$ cat config.mk
export PLATFORM = sky130hd
export DESIGN_NAME = fifo_cmd_issuer
export DESIGN_NICKNAME = d
export VERILOG_FILES = /design/src/rtl/fifo_pkg.sv /design/src/rtl/cmd_ret_buf.sv /design/src/rtl/fifo_cmd_issuer.sv
export SDC_FILE = /design/constraint.sdc
export NUM_CORES = 1
export LEC_CHECK = 0
export BUFFER_PORTS_ARGS = -buffer_cell sky130_fd_sc_hd__buf_2
export CORE_MARGIN = 8
export CORE_UTILIZATION = 45
export CTS_CLUSTER_SIZE = 30
export DETAILED_ROUTE_END_ITERATION = 16
export HOLD_SLACK_MARGIN = 0.03
export PLACE_DENSITY = 0.79
export SETUP_SLACK_MARGIN = 0.05
export SKIP_CTS_REPAIR_TIMING = 1
export SLEW_MARGIN = 20
export SYNTH_ARGS = -nofsm -noshare
export SYNTH_HDL_FRONTEND = slang
export SYNTH_SLANG_ARGS = --single-unit
$ cat constraint.sdc
create_clock -name clk -period 6.8 [get_ports clk]
set_input_delay 0.34 -clock clk [delete_from_list [all_inputs] [get_ports clk]]
set_output_delay 0.34 -clock clk [all_outputs]
set_load 0.02 [all_outputs]
$ cat src/rtl/fifo_pkg.sv
// fifo_pkg: shared definitions for the single-port FIFO command path.
//   DW, DEPTH     default data width and FIFO capacity
//   WE_BIT/RE_BIT bit positions of the write/read enables inside inst
//   inst_t        packed {WE, RE, DI} command word for the default width
package fifo_pkg;
   localparam int unsigned DW     = 32;
   localparam int unsigned DEPTH  = 8;
   localparam int unsigned WE_BIT = DW + 1;
   localparam int unsigned RE_BIT = DW;

   typedef logic [DW+1:0] inst_t;
endpackage

$ cat src/rtl/cmd_ret_buf.sv
// cmd_ret_buf: circular buffer holding FIFO read data until the consumer
// takes it.
//   clk, rst   clock; synchronous active-low reset
//   push       write push_data at the tail (caller guarantees space)
//   push_data  data to store
//   pop        remove the head entry (ignored when empty)
//   occ        number of entries held
//   head       data at the head of the buffer
module cmd_ret_buf #(
   parameter int unsigned DW        = 32,
   parameter int unsigned RET_DEPTH = 2,
   localparam int unsigned OW       = $clog2(RET_DEPTH + 1),
   localparam int unsigned PW       = (RET_DEPTH > 1) ? $clog2(RET_DEPTH) : 1
) (
   input  logic          clk,
   input  logic          rst,
   input  logic          push,
   input  logic [DW-1:0] push_data,
   input  logic          pop,
   output logic [OW-1:0] occ,
   output logic [DW-1:0] head
);
   import fifo_pkg::*;

   logic [DW-1:0] mem [RET_DEPTH];
   logic [PW-1:0] rd_ptr;
   logic [PW-1:0] wr_ptr;
   logic          do_pop;

   function automatic logic [PW-1:0] bump(input logic [PW-1:0] p);
      return (p == PW'(RET_DEPTH - 1)) ? '0 : p + 1'b1;
   endfunction

   assign do_pop = pop && (occ != '0);
   assign head   = mem[rd_ptr];

   always_ff @(posedge clk) begin
      if (!rst) begin
         rd_ptr <= '0;
         wr_ptr <= '0;
         occ    <= '0;
         for (int unsigned i = 0; i < RET_DEPTH; i++) mem[i] <= '0;
      end else begin
         if (push) begin
            mem[wr_ptr] <= push_data;
            wr_ptr      <= bump(wr_ptr);
         end
         if (do_pop) rd_ptr <= bump(rd_ptr);
         occ <= occ + OW'(push) - OW'(do_pop);
      end
   end
endmodule

$ cat src/rtl/fifo_cmd_issuer.sv
// fifo_cmd_issuer: turns a write stream and a read-request stream into the
// registered {WE, RE, DI} command word for the single-port FIFO, tracks
// occupancy so the FIFO never over/underflows, and returns read data
// through a credit-protected buffer.
//   clk, rst                         clock; synchronous active-low reset
//   wr_valid/wr_ready/wr_data        write stream
//   rd_valid/rd_ready                read-request stream
//   inst                             registered {WE, RE, DI} to the FIFO
//   res/read_valid                   FIFO read data and strobe
//   out_valid/out_ready/out_data     returned-data stream
//   count                            tracked FIFO occupancy
//   err                              sticky: read_valid with no read pending
// Optional: define FIFO_ISSUER_STATS_EN to add saturating 16-bit counters
//   stat_wr, stat_rd (fires) and stat_stall (cycles with a blocked valid).
module fifo_cmd_issuer #(
   parameter int unsigned DW        = fifo_pkg::DW,
   parameter int unsigned DEPTH     = fifo_pkg::DEPTH,
   parameter int unsigned RET_DEPTH = 2
) (
   input  logic                         clk,
   input  logic                         rst,
   input  logic                         wr_valid,
   output logic                         wr_ready,
   input  logic [DW-1:0]                wr_data,
   input  logic                         rd_valid,
   output logic                         rd_ready,
   output logic [DW+1:0]                inst,
   input  logic [DW-1:0]                res,
   input  logic                         read_valid,
   output logic                         out_valid,
   input  logic                         out_ready,
   output logic [DW-1:0]                out_data,
   output logic [$clog2(DEPTH+1)-1:0]   count,
   output logic                         err
`ifdef FIFO_ISSUER_STATS_EN
   ,
   output logic [15:0]                  stat_wr,
   output logic [15:0]                  stat_rd,
   output logic [15:0]                  stat_stall
`endif
);
   import fifo_pkg::*;

   localparam int unsigned CW = $clog2(DEPTH + 1);
   localparam int unsigned OW = $clog2(RET_DEPTH + 1);

   logic [OW-1:0] outstanding;
   logic [OW-1:0] ret_occ;
   logic [OW-1:0] credit;
   logic          fw;
   logic          fr;
   logic          rv_ok;
   logic          rv_bad;

   // Every return-buffer slot is either filled or promised to an issued
   // read; a read may only issue while an unpromised slot remains.
   assign credit   = OW'(RET_DEPTH) - ret_occ - outstanding;
   assign wr_ready = (count < CW'(DEPTH));
   assign rd_ready = (count != '0) && (credit != '0);
   assign fw       = wr_valid && wr_ready;
   assign fr       = rd_valid && rd_ready;
   assign rv_ok    = read_valid && (outstanding != '0);
   assign rv_bad   = read_valid && (outstanding == '0);

   always_ff @(posedge clk) begin
      if (!rst) begin
         inst        <= '0;
         count       <= '0;
         outstanding <= '0;
         err         <= 1'b0;
      end else begin
         inst        <= {fw, fr, fw ? wr_data : inst[DW-1:0]};
         count       <= count + CW'(fw) - CW'(fr);
         outstanding <= outstanding + OW'(fr) - OW'(rv_ok);
         if (rv_bad) err <= 1'b1;
      end
   end

   cmd_ret_buf #(
      .DW        (DW),
      .RET_DEPTH (RET_DEPTH)
   ) u_ret_buf (
      .clk       (clk),
      .rst       (rst),
      .push      (rv_ok),
      .push_data (res),
      .pop       (out_valid && out_ready),
      .occ       (ret_occ),
      .head      (out_data)
   );

   assign out_valid = (ret_occ != '0);

`ifdef FIFO_ISSUER_STATS_EN
   logic stall;
   assign stall = (wr_valid && !wr_ready) || (rd_valid && !rd_ready);

   always_ff @(posedge clk) begin
      if (!rst) begin
         stat_wr    <= '0;
         stat_rd    <= '0;
         stat_stall <= '0;
      end else begin
         if (fw && (stat_wr != '1))       stat_wr    <= stat_wr + 16'd1;
         if (fr && (stat_rd != '1))       stat_rd    <= stat_rd + 16'd1;
         if (stall && (stat_stall != '1)) stat_stall <= stat_stall + 16'd1;
      end
   end
`endif
endmodule

**Yosys cells after proc, flatten, opt, wreduce, memory -nomap -nowiden**

Memories as Yosys holds them, arrays and structs flattened. A register that Yosys moved wholly into a read port is not among the register bits.
Cells that the tools add are included.

- Output and inout bits: 74
- Bits in writable memories: 64
- Memories kept: 1
- Register bits after elaboration: 45

- Magnitude comparators: 1
- Mux-type cells: 11
- Add/sub/neg operators: 10
- Reductions and logical operators: 13

Memory list:

| memory | words | bits a word | rd ports | clocked after memory_dff | wr ports | line | source |
|---|---|---|---|---|---|---|---|
| u_ret_buf.mem | 2 | 32 | 1 | 1 | 2 | cmd_ret_buf.sv:25 | `logic [DW-1:0] mem [RET_DEPTH];` |

Operator list:

| kind | count |
|---|---|
| 2-to-1 mux 32 bit | 1 |
| OR reduction 32 bit | 1 |
| 2-to-1 mux 1 bit | 10 |
| logical AND 1 bit | 7 |
| nonzero test 2 bit | 3 |
| adder 2 x 1 -> 2 bit | 2 |
| adder 4 x 1 -> 4 bit | 1 |
| < comparator 4 bit, second input constant | 1 |
| nonzero test 4 bit | 1 |
| subtractor 2 x 1 -> 2 bit | 2 |
| subtractor 4 x 1 -> 4 bit | 1 |
| adder 1 bit, second input constant | 2 |
| zero test 2 bit | 1 |
| subtractor 2 bit | 1 |
| subtractor 2 bit, first input constant | 1 |

**Logic depth before layout (Yosys ltp)**

- Word-level depth: 7
- Depth in mapped cells: 11

**Modules after synthesis**

A second synthesis with hierarchy kept.

- Cell total of the unflattened synthesis: 426
- Area total of the unflattened synthesis: 4,790.8 um^2

By module, submodules not included:

| module | area each (um^2) | sequential area each (um^2) | times used | cells each |
|---|---|---|---|---|
| cmd_ret_buf | 3,144.3 | 2,021.9 | 1 | 230 |
| fifo_cmd_issuer | 1,646.6 | 820.8 | 1 | 196 |

**Worst setup path before layout**

Ideal clock, no wire load.

- Path kind: register to register
- Start point: reg outstanding[1]
- End point: mem u_ret_buf.mem[0][0], enable pin
- Data required time: 6.334 ns
- Data arrival time: 2.808 ns
- Setup time: 0.466 ns
- Stages on the path, launching flop included: 3
- Path buffers: 0
- Setup slack: 3.527 ns
- Cells stage by stage: dfxtp_1 > o21ai_2 > o21ai_0

RTL lines:

| element | line | source |
|---|---|---|
| start, declared | fifo_cmd_issuer.sv:47 | `logic [OW-1:0] outstanding;` |
| start signal, assigned | fifo_cmd_issuer.sv:74 | `outstanding <= outstanding + OW'(fr) - OW'(rv_ok);` |
| end, declared | cmd_ret_buf.sv:25 |  |

**Final worst setup path**

- Start point: reg count[3]
- End point: reg count[2]

- Word-level cells in the longest chain between the ends: 4

Ends and longest elaborated chain:

| element | line | source |
|---|---|---|
| start, declared | fifo_cmd_issuer.sv:33 | `output logic [$clog2(DEPTH+1)-1:0] count,` |
| start signal, assigned | fifo_cmd_issuer.sv:73 | `count <= count + CW'(fw) - CW'(fr);` |
| < comparator 4 bit or nonzero test 4 bit (tied branches) | fifo_cmd_issuer.sv:58, fifo_cmd_issuer.sv:59 |  |
| logical AND 1 bit, on equally long branches | fifo_cmd_issuer.sv:60, fifo_cmd_issuer.sv:59 |  |
| adder 4 x 1 -> 4 bit or logical AND 1 bit (tied branches) | fifo_cmd_issuer.sv:73, fifo_cmd_issuer.sv:61 |  |
| subtractor 4 x 1 -> 4 bit (*) | fifo_cmd_issuer.sv:73 |  |

Every way passes the cells marked *; elsewhere a longest branch is shown, timed or not.
A chain may end at the register's enable or synchronous reset.

==> out/metrics.csv <==
stage;metric;value;unit
cts;clk_lat worst skew;360;ps
timing;Worst Tran Pin Value;1001;ps
routing;1st-pass router iterations;4;
layout;Inserted Diodes;0;
logic_synthesis;Yosys reg bits;110;
grt;Total GRT Usage;0.1461;
routing;WL per Instance;14.96;microns
routing;DR iter-0 viols;161;
power_and_ir_drop;worst vdd ir;0.1502;mV
layout;final instance area;0.005654;sq mm
logic_synthesis;ys async rst share;0;
floorplan;Boundary Pins;144;
worst_hold_path;Hold WC Path Type;input port to flop;
floorplan;die area;0.01383;sq mm
critical_path;CP Launch Type;flop;
floorplan;CORE AREA;0.01018;sq mm
critical_path;Worst setup EP type;flop;
cts;clock-pin slew on the worst setup and hold paths;110;ps
timing;final setup violation count;0;
critical_path;critical path class;flop to flop;
grt;vias in the first global route;3536;
timing;Hold Fails Final Rpt;0;
layout;FF+latch area;0.002843;sq mm
logic_synthesis;Syn Area/Cell;11.94;sq um
layout;share of layout cells above drive strength 1;0.4178;
grt;largest net degree at the start of global routing;43;
logic_synthesis;Gate Count Post-Synth;389;
floorplan;num rows;37;
critical_path;setup slack, reg-to-reg;3410;ps
layout;area of the multi-input gates;0.001662;sq mm
floorplan;die width;117.6;microns
placed_design;placed cell areas;0.005441;sq mm
logic_synthesis;Syn. warnings;0;
power_and_ir_drop;Pwr Density;343.7;mW/mm^2
run_status;status;complete, no violations;
timing;minimum clock period;3388;ps
timing;slew margin rel.;0.3303;
layout;nets;605;
job;max-cap viol count;0;
timing;Max Fclk;295.1;MHz
timing;Pins Over Slew Limit;0;
cts;clock buffer depth;2;
routing;vias per cell;4.782;
placed_design;gpl congestion;0.7087;
logic_synthesis;Post-synth EDFFs;64;
layout;Layout area overhead;21.71;%
cts;CTS tree;done;
logic_synthesis;Top FF cell, synth;edfxtp_1;
cts;# H-tree levels;3;
cts;clk root buf;clkbuf_8;
placed_design;Port Buffers;143;
grt;first-pass GRT wire length;16.70;mm
timing;crit share post-route;0.4983;
logic_synthesis;syn_nets;470;
routing;via count;3180;
timing;Setup TNS Final;0;ps
logic_synthesis;register area share after synthesis;0.6119;
grt;initial antenna violation count;0;
routing;Total Routed Length;9.949;mm
critical_path;Critical Path RT;7030;ps
grt;total grt overflow;0;
placed_design;HPWL after DPL;7.173;mm
floorplan;Initial Utilization;0.4561;
floorplan;die height;117.6;microns
logic_synthesis;Mapped Area;0.004646;sq mm
layout;Fillers;870;
logic_synthesis;Unique masters post-synth;34;
timing;RSZ-0062 raised after global routing;false;
critical_path;Crit Path Max Fanout;34;
routing;DRT antenna net count;0;
critical_path;CP arrival;3620;ps
cts;total CTS buffers;9;
timing;clock skew;13.99;ps
routing;drt drc;0;
power_and_ir_drop;Leakage Power;2.535;nW
cts;Clock Sinks;110;
-- cell families after synthesis --
group	after synthesis	share of synthesized area
and+or+nand+nor	156	0.1831
DFF	110	0.6119
AOI/OAI and AO/OA	39	0.04444
buffers and inverters	34	0.03501
muxes	33	0.07972
adders and majority gates	11	0.03124
xor gates and xnor gates	6	0.01454
-- synth_stat cells, drive strengths merged, types with 2 or more instances --
master | n | area, sq um
and2 | 70 | 488.0
clkbuf | 11 | 45.04
mux2 | 32 | 360.3
nor2 | 11 | 41.29
o21ai | 2 | 13.76
ha | 10 | 125.1
xor2 | 2 | 17.52
edfxtp | 64 | 1922
a21oi | 34 | 170.2
xnor2 | 3 | 26.28
nor3 | 3 | 26.28
inv | 12 | 45.05
nor2b | 2 | 12.51
buf | 10 | 68.81
dfxtp | 46 | 920.9
nand2b | 2 | 12.51
nand2 | 65 | 244.0
-- worst paths after layout --
check,from,endpoint,depth (start not counted)
hold reg to reg,inst[29]$_SDFFE_PN0P_,inst[29]$_SDFFE_PN0P_,2
setup / recovery,count[3]$_SDFF_PN0_,count[2]$_SDFF_PN0_,8
hold / removal,wr_data[5],inst[5]$_SDFFE_PN0P_,3
setup reg to reg,count[3]$_SDFF_PN0_,count[2]$_SDFF_PN0_,8
-- sequential cells by signal, summed over array words and instances (netlist names), named ones only --
signal,flops
u_ret_buf.mem,64
u_ret_buf.occ,2
u_ret_buf.rd_ptr,1
err,1
outstanding,2
inst,34
count,4
u_ret_buf.wr_ptr,1
-- critical path, cell delays in order (launching register included) --
cell,delay [ps]
dfxtp_1,370
nor2b_4,540
clkinv_1,910
ha_1,620
inv_1,40
ha_1,190
fa_1,380
xnor2_1,150
nor2_1,50
-- routing by layer --
| metal | vias to the layer above | routed length (microns) | global-route usage |
|---|---|---|---|
| met5 | - | 0 | 0 |
| met4 | 0 | 132 | 0.05124 |
| met3 | 10 | 930 | 0.05420 |
| met2 | 133 | 4549 | 0.2451 |
| met1 | 1470 | 4336 | 0.1678 |
| li1 | 1567 | - | - |
-- final cells by class --
| cell class | count | area share |
|---|---|---|
| Sequential cell | 110 | 0.5028 |
| Clock buffer | 9 | 0.02191 |
| Multi-Input combinational cell | 245 | 0.2939 |
| Clock inverter | 7 | 0.009958 |
| Timing Repair Buffer | 145 | 0.1328 |
| Inverter | 13 | 0.008630 |
| Tap cell | 136 | 0.03010 |
-- power breakdown --
group	internal, mW	leakage, nW	switching (mW)
registers	0.820	1.05	0.0575
clock network	0.139	0.0920	0.226
logic	0.292	1.40	0.409
total	1.25	2.54	0.693
-- through the flow --
step	utilization	total power [mW]	hold WS (ps)	std cells	worst slack [ps]
after global routing	0.5552	2.066	192.6	665	3137
after CTS	0.5520	1.967	181.4	664	2866
final	0.5552	1.943	211.7	665	3412
after detailed placement	0.5343	1.600	446.4	648	2772
after global placement	0.5343	1.578	439.7	648	2917
after floorplan	-	1.384	461.7	389	3527
-- cell usage in the layout, fill, tap and decap left out, types with 2 or more instances in the layout --
master,netlist,layout
inv_6,0,2
xnor2_1,3,3
ha_1,10,10
buf_2,7,143
a21oi_1,34,34
inv_1,10,10
nor3_1,2,2
mux2_1,2,2
inv_2,2,2
nand2_1,65,65
dfxtp_1,46,46
clkbuf_8,0,9
mux2_2,30,30
and2_1,50,50
xor2_1,2,2
nor2_1,11,11
edfxtp_1,64,64
clkinv_4,0,2
and2_4,20,20
(Power assumes the default switching activity.)
